===== config.mk =====
export PLATFORM = sky130hd
export DESIGN_NAME = pdp_sequencer
export DESIGN_NICKNAME = d
export VERILOG_FILES = /design/src/rtl/pdp_pkg.sv /design/src/rtl/pdp_step_edge.sv /design/src/rtl/pdp_sequencer.sv
export SDC_FILE = /design/constraint.sdc
export NUM_CORES = 1
export LEC_CHECK = 0
export ABC_AREA = 1
export CORE_AREA = 2 2 79 81
export DETAILED_ROUTE_END_ITERATION = 16
export DIE_AREA = 0 0 81 83
export PLACE_DENSITY = 0.88
export SLEW_MARGIN = 20
export SYNTH_ARGS = -nofsm -noshare
export SYNTH_HDL_FRONTEND = slang
export SYNTH_SLANG_ARGS = --single-unit
export TNS_END_PERCENT = 50

===== constraint.sdc =====
create_clock -name clk -period 2.9 [get_ports clk]
set_clock_uncertainty 0.1 [all_clocks]
set_input_delay 0.29 -clock clk [delete_from_list [all_inputs] [get_ports clk]]
set_output_delay 0.29 -clock clk [all_outputs]
set_load 0.01 [all_outputs]

===== src/rtl/pdp_pkg.sv =====
// Shared definitions for the pdp fetch/execute sequencer: opcodes,
// instruction field positions and the controller state type.
package pdp_pkg;

  localparam int INSTR_W = 16;

  // Instruction field bit positions.
  localparam int OPC_MSB = 15;
  localparam int OPC_LSB = 12;
  localparam int IMM_MSB = 7;
  localparam int IMM_LSB = 0;

  // Opcodes the sequencer itself reacts to; everything else is a plain ALU/memory op.
  localparam logic [3:0] OP_JMP  = 4'hD;
  localparam logic [3:0] OP_BEQ  = 4'hE;
  localparam logic [3:0] OP_HALT = 4'hF;

  typedef enum logic [2:0] {
    IDLE  = 3'd0,
    FETCH = 3'd1,
    LATCH = 3'd2,
    EXEC  = 3'd3,
    HALT  = 3'd4
  } pdp_state_e;

endpackage


===== src/rtl/pdp_step_edge.sv =====
// Step button conditioning: two-flop synchroniser followed by a
// rising-edge detector producing a one-cycle pulse.
module pdp_step_edge (
  input  logic clk_i,
  input  logic rst_i,
  input  logic step_i,
  output logic edge_o
);

  logic sync1_q;
  logic sync2_q;
  logic prev_q;

  // Synchronise the raw level and keep one cycle of history for edge detection.
  always_ff @(posedge clk_i or posedge rst_i) begin
    if (rst_i) begin
      sync1_q <= 1'b0;
      sync2_q <= 1'b0;
      prev_q  <= 1'b0;
    end else begin
      sync1_q <= step_i;
      sync2_q <= sync1_q;
      prev_q  <= sync2_q;
    end
  end

  assign edge_o = sync2_q & ~prev_q;

endmodule


===== src/rtl/pdp_sequencer.sv =====
// Multi-cycle fetch/execute controller: FETCH -> LATCH -> EXEC per
// instruction, with BEQ/JMP/HALT handled here and a one-cycle commit strobe
// gating datapath writes. Optional breakpoint support is compiled in when
// PDP_BREAKPOINT_EN is defined.
//
// Instruction ROM interface: imem_rd_en is a one-cycle read request issued in
// FETCH with imem_addr = pc; the ROM has fixed one-cycle latency and no
// back-pressure, so imem_data is captured unconditionally at the end of LATCH.
module pdp_sequencer
  import pdp_pkg::*;
#(
  parameter int PC_W  = 8,
  parameter int CNT_W = 16
) (
  input  logic               clk,
  input  logic               rst,
  input  logic               run,
  input  logic               step,
  output logic               imem_rd_en,
  output logic [PC_W-1:0]    imem_addr,
  input  logic [15:0]        imem_data,
  output logic [15:0]        instr,
  input  logic               alu_zero,
  output logic               dp_commit,
  output logic [PC_W-1:0]    pc,
  output logic               busy,
  output logic               halted,
  output logic [CNT_W-1:0]   retired,
`ifdef PDP_BREAKPOINT_EN
  input  logic               bp_en,
  input  logic [PC_W-1:0]    bp_addr,
  output logic               bp_hit,
`endif
  output pdp_state_e         dbg_state
);

  logic                step_edge;
  pdp_state_e          state_q, state_d;
  logic [PC_W-1:0]     pc_q, pc_d;
  logic [PC_W-1:0]     pc_seq, pc_taken, pc_jmp;
  logic [INSTR_W-1:0]  instr_q, instr_d;
  logic [CNT_W-1:0]    retired_q, retired_d;
  logic [3:0]          opcode;
  logic [7:0]          imm;

  pdp_step_edge u_step_edge (
    .clk_i  (clk),
    .rst_i  (rst),
    .step_i (step),
    .edge_o (step_edge)
  );

  assign opcode   = instr_q[OPC_MSB:OPC_LSB];
  assign imm      = instr_q[IMM_MSB:IMM_LSB];
  // All PC arithmetic wraps modulo 2^PC_W; the branch offset is sign-extended.
  assign pc_seq   = pc_q + PC_W'(1);
  assign pc_taken = pc_seq + PC_W'(signed'(imm));
  assign pc_jmp   = instr_q[PC_W-1:0];

`ifdef PDP_BREAKPOINT_EN
  logic run_q;
  logic bp_hit_q, bp_hit_d;
  logic bp_set;
`endif

  // Next-state, PC, instruction latch, retire counter and commit strobe.
  always_comb begin
    state_d   = state_q;
    pc_d      = pc_q;
    instr_d   = instr_q;
    retired_d = retired_q;
    dp_commit = 1'b0;
`ifdef PDP_BREAKPOINT_EN
    bp_set    = 1'b0;
`endif
    case (state_q)
      IDLE: begin
`ifdef PDP_BREAKPOINT_EN
        // A step edge always executes, which lets the user step off a breakpoint.
        if (step_edge) begin
          state_d = FETCH;
        end else if (run) begin
          if (bp_en && (pc_q == bp_addr)) bp_set = 1'b1;
          else                            state_d = FETCH;
        end
`else
        // run and a step edge together simply start one fetch; the edge is consumed.
        if (run || step_edge) state_d = FETCH;
`endif
      end
      FETCH: state_d = LATCH;
      LATCH: begin
        instr_d = imem_data;
        state_d = EXEC;
      end
      EXEC: begin
        if (opcode == OP_HALT) begin
          state_d = HALT;
        end else begin
          // BEQ/JMP also commit; the decoder has already masked their write enables.
          dp_commit = 1'b1;
          retired_d = retired_q + CNT_W'(1);
          case (opcode)
            OP_BEQ:  pc_d = alu_zero ? pc_taken : pc_seq;
            OP_JMP:  pc_d = pc_jmp;
            default: pc_d = pc_seq;
          endcase
          state_d = run ? FETCH : IDLE;
`ifdef PDP_BREAKPOINT_EN
          if (run && bp_en && (pc_d == bp_addr)) begin
            state_d = IDLE;
            bp_set  = 1'b1;
          end
`endif
        end
      end
      HALT:    state_d = HALT;
      default: state_d = IDLE;
    endcase
  end

  // Controller state and datapath-facing registers; reset aborts any instruction.
  always_ff @(posedge clk or posedge rst) begin
    if (rst) begin
      state_q   <= IDLE;
      pc_q      <= '0;
      instr_q   <= '0;
      retired_q <= '0;
    end else begin
      state_q   <= state_d;
      pc_q      <= pc_d;
      instr_q   <= instr_d;
      retired_q <= retired_d;
    end
  end

`ifdef PDP_BREAKPOINT_EN
  // Sticky breakpoint flag: cleared by a step edge or a run rising edge, set wins.
  always_comb begin
    bp_hit_d = bp_hit_q;
    if (step_edge || (run && !run_q)) bp_hit_d = 1'b0;
    if (bp_set)                       bp_hit_d = 1'b1;
  end

  // Breakpoint flag and run history for rising-edge detection.
  always_ff @(posedge clk or posedge rst) begin
    if (rst) begin
      run_q    <= 1'b0;
      bp_hit_q <= 1'b0;
    end else begin
      run_q    <= run;
      bp_hit_q <= bp_hit_d;
    end
  end

  assign bp_hit = bp_hit_q;
`endif

  assign imem_rd_en = (state_q == FETCH);
  assign imem_addr  = pc_q;
  assign instr      = instr_q;
  assign pc         = pc_q;
  assign busy       = (state_q == FETCH) || (state_q == LATCH) || (state_q == EXEC);
  assign halted     = (state_q == HALT);
  assign retired    = retired_q;
  assign dbg_state  = state_q;

endmodule


# == After elaboration in Yosys (flattened, before gate mapping) ==
# Index checks and enable logic that the tools add are counted.
# op_classes
n_bitwise,3
n_mux,8
reduce_logical,5
eq_ne,8
add_sub_neg,3
# ops
op,n
$add 16x1->16 const B,1
$pmux 8 s2,1
$pmux 3 s5,1
$eq 4x4->1 const B,3
$add 8x1->8 const B,1
$add 8x8->8,1
$mux 8,1
$eq 3x2->1 const B,2
$mux 3,2
$eq 3x1->1 const B,1
$eq 3x3->1 const B,1
$logic_not 3->1,1
$logic_or 1x1->1,3
$mux 1,3
$ne 2x2->1 const B,1
$not 1->1,2
$reduce_and 2->1,1
$and 1x1->1,1
# totals
ff_bits,46
out_inout_bits,55
in_bits,21
word_cells,34

# == Longest topological paths before layout ==
# Gate-level depths: netlist of the first run.
# depth
ltp_word,5
ltp_mapped,17
ltp_nobuf,17

# == Modules after synthesis ==
# Synthesis of the first run repeated with hierarchy kept, for this count alone.
# unflattened
cells_unflattened,303
hier_area_um2,2640.0
# modules_own_cells
mod,instances,seq_area_each_um2,cells_each,area_per_inst_um2
pdp_sequencer,1,1076.0,297,2551.2
pdp_step_edge,1,75.1,6,88.8

# == Worst setup path before layout of the first run ==
# Ideal clock, no wire load.
# synth_path
path_kind,reg2reg
start,reg pc_q[1] (netlist: imem_addr[1])
end,reg pc_q[7] (netlist: imem_addr[7])
path_buffers,0
slack_ps,696
synth_period_minus_slack_ps,2204
stages_incl_launch_ff,17
setup_time_ps,77
arrival_time_ps,2026
required_time_ps,2723
cell_sequence,dfrtp_1 > ha_1 > nand2_1 > nor2_1 > nand2_1 > xor2_1 > inv_1 > ha_1 > nand2_1 > inv_1 > nand2_1 > nand2_1 > nor2_1 > nand3_1 > nand3_1 > nand2_1 > a21oi_1
# synth_between
elab_chain_len,4
# synth_lines
item,line,rtl
start: declaration,pdp_sequencer.sv:39,"logic [PC_W-1:0] pc_q, pc_d;"
start signal: assignment,pdp_sequencer.sv:131,pc_q <= pc_d;
$add 8x1->8 (*),pdp_sequencer.sv:56,assign pc_seq = pc_q + PC_W'(1);
$add 8x8->8,pdp_sequencer.sv:57,assign pc_taken = pc_seq + PC_W'(signed'(imm));
$mux 8,pdp_sequencer.sv:104,OP_BEQ: pc_d = alu_zero ? pc_taken : pc_seq;
$pmux 8 s2 (*),pdp_sequencer.sv:103,case (opcode)
# Every way passes the cells marked *; elsewhere a longest branch is shown, timed or not.
# A chain may end at the register's enable or synchronous reset.

# == Final worst setup path of the first run ==
# Same ends and word-level chain as after synthesis.

==> results of run 1 <==
[metrics by stage]
step                instance area [µm²]  worst slack [ns]  power [W]  utilization, %  std cells
floorplan                          2704            0.6961   0.002739               -        323
global placement                   3470            0.6356   0.003533           59.66        461
detailed placement                 3470            0.5381   0.003615           59.66        461
CTS                                3582            0.4918   0.004148           61.60        469
global route                       3583            0.1618   0.004524           61.62        469
finish                             3583            0.4791   0.004142           61.62        469
[worst min path at each step]
stage                                         end  slack (ns)  depth (start not counted)
floorplan           u_step_edge.sync1_q$_DFF_PP0_        0.22                          0
global placement    u_step_edge.sync2_q$_DFF_PP0_        0.23                          0
detailed placement  u_step_edge.sync2_q$_DFF_PP0_        0.24                          0
CTS                 u_step_edge.sync2_q$_DFF_PP0_        0.26                          0
global route        u_step_edge.sync2_q$_DFF_PP0_        0.27                          0
finish              u_step_edge.sync2_q$_DFF_PP0_        0.26                          0
[report_power, final]
part           switching (W)  total, W  internal [W]
sequential          0.000272   0.00114      0.000863
clock               0.000235  0.000494      0.000259
combinational        0.00136   0.00251       0.00115
total                0.00187   0.00414       0.00228
[final cells by class]
cell class	count	share of cell area [%]
clock buffers	5	1.920
inverters	48	5.063
clock inverters	3	1.222
well taps	75	2.619
flip-flops and latches	46	32.12
repair buffers	75	20.95
multi-input cells	217	36.10
[cells by family after synthesis]
logic type	count (synthesis)	share of synthesized area, %
and+or+nand+nor	134	23.69
buffers and inverters	60	9.579
muxes	10	4.165
xor gates and xnor gates	19	6.155
adders and majority gates	10	4.905
AOI/OAI and AO/OA	44	8.931
DFF	46	42.57
[sequential cells by signal, summed over array words and instances, names as in the netlist]
register,cells
instr,16
u_step_edge.prev_q,1
u_step_edge.sync2_q,1
dbg_state,3
retired,16
u_step_edge.sync1_q,1
imem_addr,8
[worst max-delay path: cells and delay by family (launching register included)]
| family | cells | cell delay (ns) |
|---|---|---|
| compound gates | 1 | 0.05 |
| xor+xnor | 1 | 0.21 |
| buf+inv | 3 | 0.18 |
| flops | 1 | 0.44 |
| simple gates | 10 | 0.78 |
| fa+ha+maj | 2 | 0.54 |
[layout by cell type (no fill, tap or decap), types with 2 or more instances in the layout]
master	netlist	final
nor3_2	3	3
a32oi_1	2	2
nand2_1	61	61
clkdlybuf4s50_1	0	75
xnor2_1	5	5
clkbuf_8	0	5
nand3_2	5	5
nand4_1	4	4
nand2_2	2	2
a21oi_1	23	23
inv_1	42	41
nor3_1	2	2
o21ai_0	12	12
nor2_1	32	32
nand3_1	15	15
clkinv_2	0	2
xor2_1	14	14
nor2_2	4	4
dfrtp_1	46	46
inv_2	5	5
o211ai_1	2	2
mux2_2	10	10
ha_1	9	9
[layer usage]
metal  up-vias  part of all wire, %
met5         -                    0
met4         0                 0.98
met3        10                  6.7
met2        91                   49
met1      1150                   44
li1       1174                    -
==> reports/metrics.cfg, run 1 <==
[status]
run_status = complete, no violations

[layout]
ff_latch_area_um2 = 1151
synthToLayoutAreaGrowth_pct = 32.53
n_fill_cell = 525
diodes = 0
fin_nets = 424
drive_above_1_share_pct = 10.41
multiInputGateArea_um2 = 1294

[placed_design]
gp_congestion = 0.8810
hpwl_um = 4739
placement.io_buffers = 75

[clock_tree]
cts_tree = yes
clockBufferDepth = 2
cts_resized = 0
cts_htree_levels = 2
clock_latency_ns = 0.30
cts_root_buf = clkbuf_8
post-cts-setup-buffers = 0
clock_sinks = 46
cts_hold_buffers = 0
cts_made_buffers = 5
clk_pin_slew_ns = 0.10

[detailed_routing]
wl_per_cell_um = 13.70
vias = 2425
wl_um = 6423
first_iter_violations = 113
drc = 0
firstDrtPassIters = 5
drtAntennaViolNets = 0
viasPerCell = 5.171

[setup_path]
worstPathRequired_ns = 3.00
rr_endpoint = imem_addr[7]$_DFFE_PP0P_
cp_max_fo = 6
crit_chain = ha_1 -> nand2_1 -> nor2_1 -> nand2_1 -> xor2_1 -> inv_1 -> ha_1 -> nand2_1 -> inv_1 -> nand2_1 -> nand2_1 -> nor2_1 -> inv_1 -> nand2_1 -> nand3_1 -> nand2_1 -> a21oi_1
critical_path.most_common_cell = nand2_1
max_stage_delay_ns = 0.44
r2r_cells = 17
r2r-start = imem_addr[1]$_DFFE_PP0P_
cp_slowest_cell = dfrtp_1
critPathKind = flop to flop
critPathCapture = imem_addr[7]$_DFFE_PP0P_
cp.arrival_ns = 2.52
critical_path.startpoint = imem_addr[1]$_DFFE_PP0P_
start_kind = flop
reg2reg_slack_ns = 0.48
crit_path_end_kind = flop

[global_route]
grt_max_degree = 47
grt.met2_usage_pct = 32.53
busiest_layer = met2
antenna_found_initial = 0
met3_usage_pct = 5.435
grt_use_total_pct = 20.41
grt_pass1_vias = 2307
grt_overflow_total = 0
grt_pass1_wl_um = 10960
met1_usage_pct = 27.46

[sta]
fmax_mhz = 413.1
hold_viol_final = 0
setup_viol = 0
relSlewSlack_pct = 44.25
fin_setup_tns_ns = 0
slew_violations = 0
worstMarginPinSlew_ns = 0.8342
worst_hold_slack_ns = 0.2611
min_period_ns = 2.421
rsz0062_at_grt = false
finalCritPeriodShare_pct = 83.48

[synthesis]
synthArstFlopShare_pct = 100.0
syn-num-nets = 354
synth_cell_types = 36
syn_inst = 323
synth_edf_count = 0
postSynthAreaPerCell_um2 = 8.371
ys.flop_type = dfrtp_1
yosys.area.top_type = dfrtp_1
synth_warnings = 0
netlist_area_um2 = 2704
yosysTopAreaCellShare_pct = 42.57
synth_area_leaders = dfrtp_1 (43%), nand2_1 (8.5%), inv_1 (5.8%)
synth_seq_area_share_pct = 42.57
synth.most_common_cell = nand2_1
synth.ff_latch_count = 46
synth_common_cells = nand2_1 (61), dfrtp_1 (46), inv_1 (42)

[worst_hold_path]
hp-class = flop to flop
hp-start = u_step_edge.sync1_q$_DFF_PP0_

[job]
maxCapViolCount = 0

[die]
start_util_pct = 46.49
die_area_um2 = 6723
core_area_um2 = 5816
rows = 28
num_io_pins = 76
die_height_um = 83
die_width_um = 81

[power]
power.leakage_nw = 1.685
powerDensity_nw_per_um2 = 1156
max-vdd-ir-drop_mv = 0.6685

No activity file was read; power rests on OpenSTA's default activity.
==> inputs of run 2 (changes only) <==
==> constraint.sdc (replaced) <==
create_clock -name clk -period 2.4 [get_ports clk]
set_clock_uncertainty 0.1 [all_clocks]
set_input_delay 0.24 -clock clk [delete_from_list [all_inputs] [get_ports clk]]
set_output_delay 0.24 -clock clk [all_outputs]
set_load 0.01 [all_outputs]
==> run 2 against run 1 <==
- first-iteration DRC count up 89%
- via count up 3.2%
- sequential power up 21%
- combinational power up 33%
- power up 31%
- flip-flop and latch count unchanged
- die area unchanged
- worst setup slack worse by 0.34 ns
- hold slack worse by 0.083 ns
- critical path type unchanged
- largest power group unchanged
- highest routed layer unchanged
==> reports/metrics.cfg, run 2 (synthesized netlist as in run 1, its figures left out) <==
[detailed_routing]
vias = 2503  ; was 2425
wl_um = 6717  ; was 6423 µm
firstDrtPassIters = 4  ; was 5
wl_per_cell_um = 14.14  ; was 13.70 µm
drc = 0  ; unchanged
first_iter_violations = 214  ; was 113
viasPerCell = 5.269  ; was 5.171
drtAntennaViolNets = 0  ; unchanged

[clock_tree]
cts_hold_buffers = 0  ; unchanged
cts_tree = yes  ; unchanged
clock_sinks = 46  ; unchanged
clockBufferDepth = 2  ; unchanged
cts_htree_levels = 2  ; unchanged
clk_pin_slew_ns = 0.10  ; about the same
cts_root_buf = clkbuf_8  ; unchanged
clock_latency_ns = 0.31  ; was 0.30 ns
cts_made_buffers = 5  ; unchanged

[die]
core_area_um2 = 5816  ; unchanged
die_width_um = 81  ; unchanged
num_io_pins = 76  ; unchanged
die_area_um2 = 6723  ; unchanged
rows = 28  ; unchanged
start_util_pct = 46.49  ; unchanged
die_height_um = 83  ; unchanged

[sta]
fmax_mhz = 441.8  ; was 413.1 MHz
timing.final.ws_setup_ns = 0.1367  ; was 0.4791 ns
slew_violations = 0  ; unchanged
min_period_ns = 2.263  ; was 2.421 ns
hold_viol_final = 0  ; unchanged
finalCritPeriodShare_pct = 94.30  ; was 83.48%
setup_viol = 0  ; unchanged
rsz0062_at_grt = true  ; was false
relSlewSlack_pct = 48.87  ; was 44.25%
worstMarginPinSlew_ns = 0.7651  ; was 0.8342 ns

[layout]
ff_latch_area_um2 = 1152  ; was 1151 µm²
multiInputGateArea_um2 = 1360  ; was 1294 µm²
n_fill_cell = 471  ; was 525
final_cell_mix = clkdlybuf4s50_1 (75), nand2_1 (61), dfrtp_1 (45)  ; was clkdlybuf4s50_1 (75), nand2_1 (61), dfrtp_1 (46)
stdcell_count = 475  ; was 469
final_common_cell = clkdlybuf4s50_1  ; unchanged
fin_nets = 430  ; was 424
synthToLayoutAreaGrowth_pct = 38.04  ; was 32.53%
drive_above_1_share_pct = 14.00  ; was 10.41%
diodes = 0  ; unchanged

[global_route]
antenna_found_initial = 0  ; unchanged
grt_pass1_wl_um = 11020  ; was 10960 µm
grt_max_degree = 25  ; was 47
grt_pass1_vias = 2400  ; was 2307
grt_use_total_pct = 20.63  ; was 20.41%
grt_overflow_total = 0  ; unchanged

[power]
max-vdd-ir-drop_mv = 0.9257  ; was 0.6685 mV
power.leakage_nw = 1.732  ; was 1.685 nW
powerDensity_nw_per_um2 = 1456  ; was 1156 nW/µm²

[setup_path]
worstPathRequired_ns = 2.54  ; was 3.00 ns
rr_endpoint = imem_addr[7]$_DFFE_PP0P_  ; unchanged
cp.arrival_ns = 2.41  ; was 2.52 ns
reg2reg_slack_ns = 0.14  ; was 0.48 ns
critPathKind = flop to flop  ; unchanged
cp_max_fo = 5  ; was 6
start_kind = flop  ; unchanged
crit_path_end_kind = flop  ; unchanged
r2r-start = imem_addr[1]$_DFFE_PP0P_  ; unchanged
r2r_cells = 16  ; was 17

[placed_design]
place_inst = 466  ; was 461
hpwl_um = 4980  ; was 4739 µm
placement.io_buffers = 75  ; unchanged
gp_congestion = 0.8794  ; was 0.8810
dpl_worst_slack_ns = 0.1109  ; was 0.5381 ns

[status]
run_status = complete, no violations  ; unchanged

[job]
maxCapViolCount = 0  ; unchanged

[worst_hold_path]
hp-class = input port to asynchronous set/reset pin  ; was flop to flop

==> run 2: changes by cell type in the layout (fill, tap and decap cells not counted), sizes merged <==
cell    before  now
bufinv       1    2
buf          0    6
clkinv       3    2
==> run 2: worst max-delay path, stage by stage (launching register included) <==
cell,delay [ns]
dfrtp_1,0.39
buf_4,0.16
nand3_1,0.14
nor2_1,0.07
xnor2_1,0.20
inv_1,0.12
ha_4,0.30
nand2_1,0.05
inv_1,0.08
nand2_1,0.06
nor2_1,0.11
nor2_2,0.06
inv_1,0.06
nand2_1,0.06
nand3_1,0.06
nand2_1,0.06
a21oi_2,0.10
==> run 2: report_power, final <==
part / switching (W) / internal, W / leakage (nW)
sequential: 0.000340 / 0.00104 / 0.555
combinational: 0.00175 / 0.00160 / 1.11
clock: 0.000287 / 0.000417 / 0.0683
==> run 2: area by class of cell <==
type	instances	area share, %
tap	75	2.514
clock buffer	5	1.844
inverter	48	4.827
multi-input combinational	217	36.44
clock inverter	3	1.844
timing repair buffer	81	21.66
sequential	46	30.88
==> run 2: metrics by stage <==
step | area (µm²) | total power [W] | hold slack [ns] | setup TNS [ns] | utilization (%)
floorplan | 2704 | 0.003309 | 0.1714 | 0 | -
CTS | 3657 | 0.005182 | 0.2007 | 0 | 62.89
finish | 3732 | 0.005436 | 0.1781 | 0 | 64.18
global route | 3732 | 0.005879 | 0.2357 | -0.04555 | 64.18
detailed placement | 3520 | 0.004455 | 0.2413 | 0 | 60.52
global placement | 3520 | 0.004316 | 0.2316 | 0 | 60.52
==> run 2: worst max path at each step <==
stage,to,cells past startpoint,from
finish,imem_addr[7]$_DFFE_PP0P_,16,imem_addr[1]$_DFFE_PP0P_
global route,imem_addr[7]$_DFFE_PP0P_,16,imem_addr[1]$_DFFE_PP0P_
CTS,imem_addr[6]$_DFFE_PP0P_,13,imem_addr[2]$_DFFE_PP0P_
detailed placement,imem_addr[6]$_DFFE_PP0P_,13,imem_addr[2]$_DFFE_PP0P_
global placement,imem_addr[6]$_DFFE_PP0P_,13,imem_addr[2]$_DFFE_PP0P_
floorplan,imem_addr[7]$_DFFE_PP0P_,16,imem_addr[1]$_DFFE_PP0P_
==> run 2: what timing repair did <==
| action | CTS | global route |
|---|---|---|
| setup endpoints to repair | 0 | 4 |
| buffers inserted | 0 | 1 |
| gates resized for setup | 0 | 9 |
==> run 2: routing by layer <==
metal  GRT usage [%]  part of all wire (%)  wire length [µm]  vias to the layer above
met5               0                     0                 0                        -
met4           6.317                   1.6               107                        0
met3           5.326                   7.7               514                       13
met2           34.34                    50              3352                      112
met1           26.01                    41              2742                     1189
li1                -                     -                 -                     1189
==> inputs of run 3 (changes only) <==
--- a/config.mk
+++ b/config.mk
@@ -6,10 +6,11 @@
 export NUM_CORES = 1
 export LEC_CHECK = 0
 export ABC_AREA = 1
-export CORE_AREA = 2 2 79 81
+export CORE_AREA = 2 2 68 70
 export DETAILED_ROUTE_END_ITERATION = 16
-export DIE_AREA = 0 0 81 83
-export PLACE_DENSITY = 0.88
+export DIE_AREA = 0 0 70 72
+export DONT_BUFFER_PORTS = 1
+export PLACE_DENSITY = 0.89
 export SLEW_MARGIN = 20
 export SYNTH_ARGS = -nofsm -noshare
 export SYNTH_HDL_FRONTEND = slang
==> constraint.sdc (replaced) <==
create_clock -name clk -period 2.9 [get_ports clk]
set_clock_uncertainty 0.1 [all_clocks]
set_input_delay 0.29 -clock clk [delete_from_list [all_inputs] [get_ports clk]]
set_output_delay 0.29 -clock clk [all_outputs]
set_load 0.01 [all_outputs]
==> run 3 against run 2 <==
- power fell by 36%
- utilization rose by 1.6 points
- highest routed layer unchanged
- fmax fell by 10%
- cell area fell by 25%
- sequential share of layout area rose by 10 points
- global-route usage rose by 2.8 points
- combinational power fell by 47%
- critical endpoint unchanged
- first-iteration DRC count fell by 13%
- via count fell by 17%
- die area fell by 25%
- flip-flop and latch count did not move
- worst setup slack improved by 0.24 ns
==> reports/metrics.cfg, run 3 (synthesized netlist as in run 1, its figures left out) <==
[status]
run_status = complete, no violations  ; unchanged

[detailed_routing]
wl_per_cell_um = 14.79  ; was 14.14 µm
viasPerCell = 5.576  ; was 5.269
drc = 0  ; unchanged
wl_um = 5516  ; was 6717 µm
drtAntennaViolNets = 0  ; unchanged
first_iter_violations = 187  ; was 214
firstDrtPassIters = 4  ; unchanged
vias = 2080  ; was 2503

[clock_tree]
cts_resized = 0  ; unchanged
cts_tree = yes  ; unchanged
cts_root_buf = clkbuf_8  ; unchanged
clock_latency_ns = 0.30  ; was 0.31 ns
cts_made_buffers = 5  ; unchanged
clk_pin_slew_ns = 0.09  ; was 0.10 ns
cts_htree_levels = 2  ; unchanged
clock_sinks = 46  ; unchanged
clockBufferDepth = 2  ; unchanged

[setup_path]
max_stage_delay_ns = 0.53  ; was 0.39 ns
cp_top_family = simple AND/OR/NAND/NOR gates  ; unchanged
cp_slowest_cell = dfrtp_1  ; unchanged
start_kind = flop  ; unchanged
critPathKind = flop to flop  ; unchanged
worstPathRequired_ns = 3.03  ; was 2.54 ns
cp.arrival_ns = 2.66  ; was 2.41 ns
crit_chain = ha_1 -> nand2_1 -> nor2_1 -> nand2_1 -> xor2_1 -> inv_1 -> ha_1 -> nand2_1 -> inv_1 -> nand2_1 -> nand2_1 -> nor2_1 -> nand3_1 -> nand3_1 -> nand2_1 -> a21oi_1  ; was buf_4 -> nand3_1 -> nor2_1 -> xnor2_1 -> inv_1 -> ha_4 -> nand2_1 -> inv_1 -> nand2_1 -> nor2_1 -> nor2_2 -> inv_1 -> nand2_1 -> nand3_1 -> nand2_1 -> a21oi_2
critical_path.most_common_cell = nand2_1  ; unchanged
cp_max_fo = 6  ; was 5
critPathBufInv = 2  ; was 4
crit_path_end_kind = flop  ; unchanged

[layout]
final_cell_mix = nand2_1 (61), dfrtp_1 (46), inv_1 (41)  ; was clkdlybuf4s50_1 (75), nand2_1 (61), dfrtp_1 (45)
post-route-util_pct = 65.79  ; was 64.18%
diodes = 0  ; unchanged
fin_nets = 351  ; was 430
synthToLayoutAreaGrowth_pct = 3.748  ; was 38.04%
drive_above_1_share_pct = 12.77  ; was 14.00%
final_common_cell = nand2_1  ; was clkdlybuf4s50_1
final_area_um2 = 2805  ; was 3732 µm²

[placed_design]
placement.io_buffers = 0  ; was 75
hpwl_um = 4214  ; was 4980 µm
dpl_cell_area_um2 = 2690  ; was 3520 µm²
gp_congestion = 0.8363  ; was 0.8794

[sta]
finalCritPeriodShare_pct = 87.16  ; was 94.30%
relSlewSlack_pct = 38.26  ; was 48.87%
slew_violations = 0  ; unchanged
min_period_ns = 2.528  ; was 2.263 ns
setup_viol = 0  ; unchanged
fin_setup_tns_ns = 0  ; unchanged
worstMarginPinSlew_ns = 0.9247  ; was 0.7651 ns
rsz0062_at_grt = false  ; was true
fmax_mhz = 395.6  ; was 441.8 MHz
hold_viol_final = 0  ; unchanged

[die]
rows = 24  ; was 28
die_width_um = 70  ; was 81 µm
start_util_pct = 63.41  ; was 46.49%
die_height_um = 72  ; was 83 µm
core_area_um2 = 4264  ; was 5816 µm²
num_io_pins = 76  ; unchanged
die_area_um2 = 5040  ; was 6723 µm²

[power]
max-vdd-ir-drop_mv = 0.6403  ; was 0.9257 mV
power.leakage_nw = 1.393  ; was 1.732 nW
powerDensity_nw_per_um2 = 1237  ; was 1456 nW/µm²

[worst_hold_path]
hp-class = input port to flop  ; was input port to asynchronous set/reset pin

[global_route]
grt_use_total_pct = 23.45  ; was 20.63%
grt_pass1_vias = 2112  ; was 2400
grt_max_degree = 47  ; was 25
grt_pass1_wl_um = 9390  ; was 11020 µm
antenna_found_initial = 0  ; unchanged
grt_overflow_total = 0  ; unchanged

[job]
maxCapViolCount = 0  ; unchanged

run 3: layout make-up:
type / count / area [µm²]
fill: 340 / 1459
multi-input combinational: 217 / 1294
sequential: 46 / 1151
inverter: 48 / 180.2
clock buffer: 6 / 82.58
tap: 52 / 65.06
timing repair buffer: 2 / 20.02
clock inverter: 2 / 12.51
run 3: path summary, 6_finish.rpt:
| check | start | end | slack (ns) | cells past startpoint |
|---|---|---|---|---|
| worst max-delay path | imem_addr[1]$_DFFE_PP0P_ | imem_addr[7]$_DFFE_PP0P_ | 0.37 | 16 |
| worst min-delay path | run | dbg_state[0]$_DFFE_PP0P_ | 0.01 | 2 |
| worst max register to register | imem_addr[1]$_DFFE_PP0P_ | imem_addr[7]$_DFFE_PP0P_ | 0.37 | 16 |
| worst min register to register | u_step_edge.sync1_q$_DFF_PP0_ | u_step_edge.sync2_q$_DFF_PP0_ | 0.26 | 0 |
| max in group asynchronous | rst | u_step_edge.prev_q$_DFF_PP0_ | 1.58 | 2 |
| min in group asynchronous | rst | retired[7]$_DFFE_PP0P_ | 0.55 | 2 |
run 3: timing repair:
item	4_1_cts	5_1_grt
hold buffers	2	0
setup buffers	0	0
endpoints found under the hold margin	20	0
run 3: metal layers:
metal  vias to the layer above  track usage, %  wire length [µm]  part of all wire [%]
li1                       1031               -                 -                     -
met1                       948           29.22              2312                    42
met2                        90           39.26              2650                    48
met3                        11           6.250               441                   8.0
met4                         0           9.615               112                   2.0
met5                         -               0                 0                     0
run 3: per-stage QoR:
step | total power [W] | hold WS [ns] | worst slack, ns | cells
finish | 0.003469 | 0.01029 | 0.3725 | 373
global route | 0.003813 | 0.02154 | 0.03811 | 373
CTS | 0.003471 | 0.004487 | 0.3764 | 373
detailed placement | 0.003050 | 0.2215 | 0.3999 | 363
global placement | 0.002958 | 0.2215 | 0.4852 | 363
floorplan | 0.002739 | 0.2214 | 0.6961 | 323
run 3: power breakdown:
group / internal (W) / switching (W) / leakage [nW]
registers: 0.000861 / 0.000433 / 0.556
clock network: 0.000192 / 0.000218 / 0.0472
logic: 0.000671 / 0.00109 / 0.790
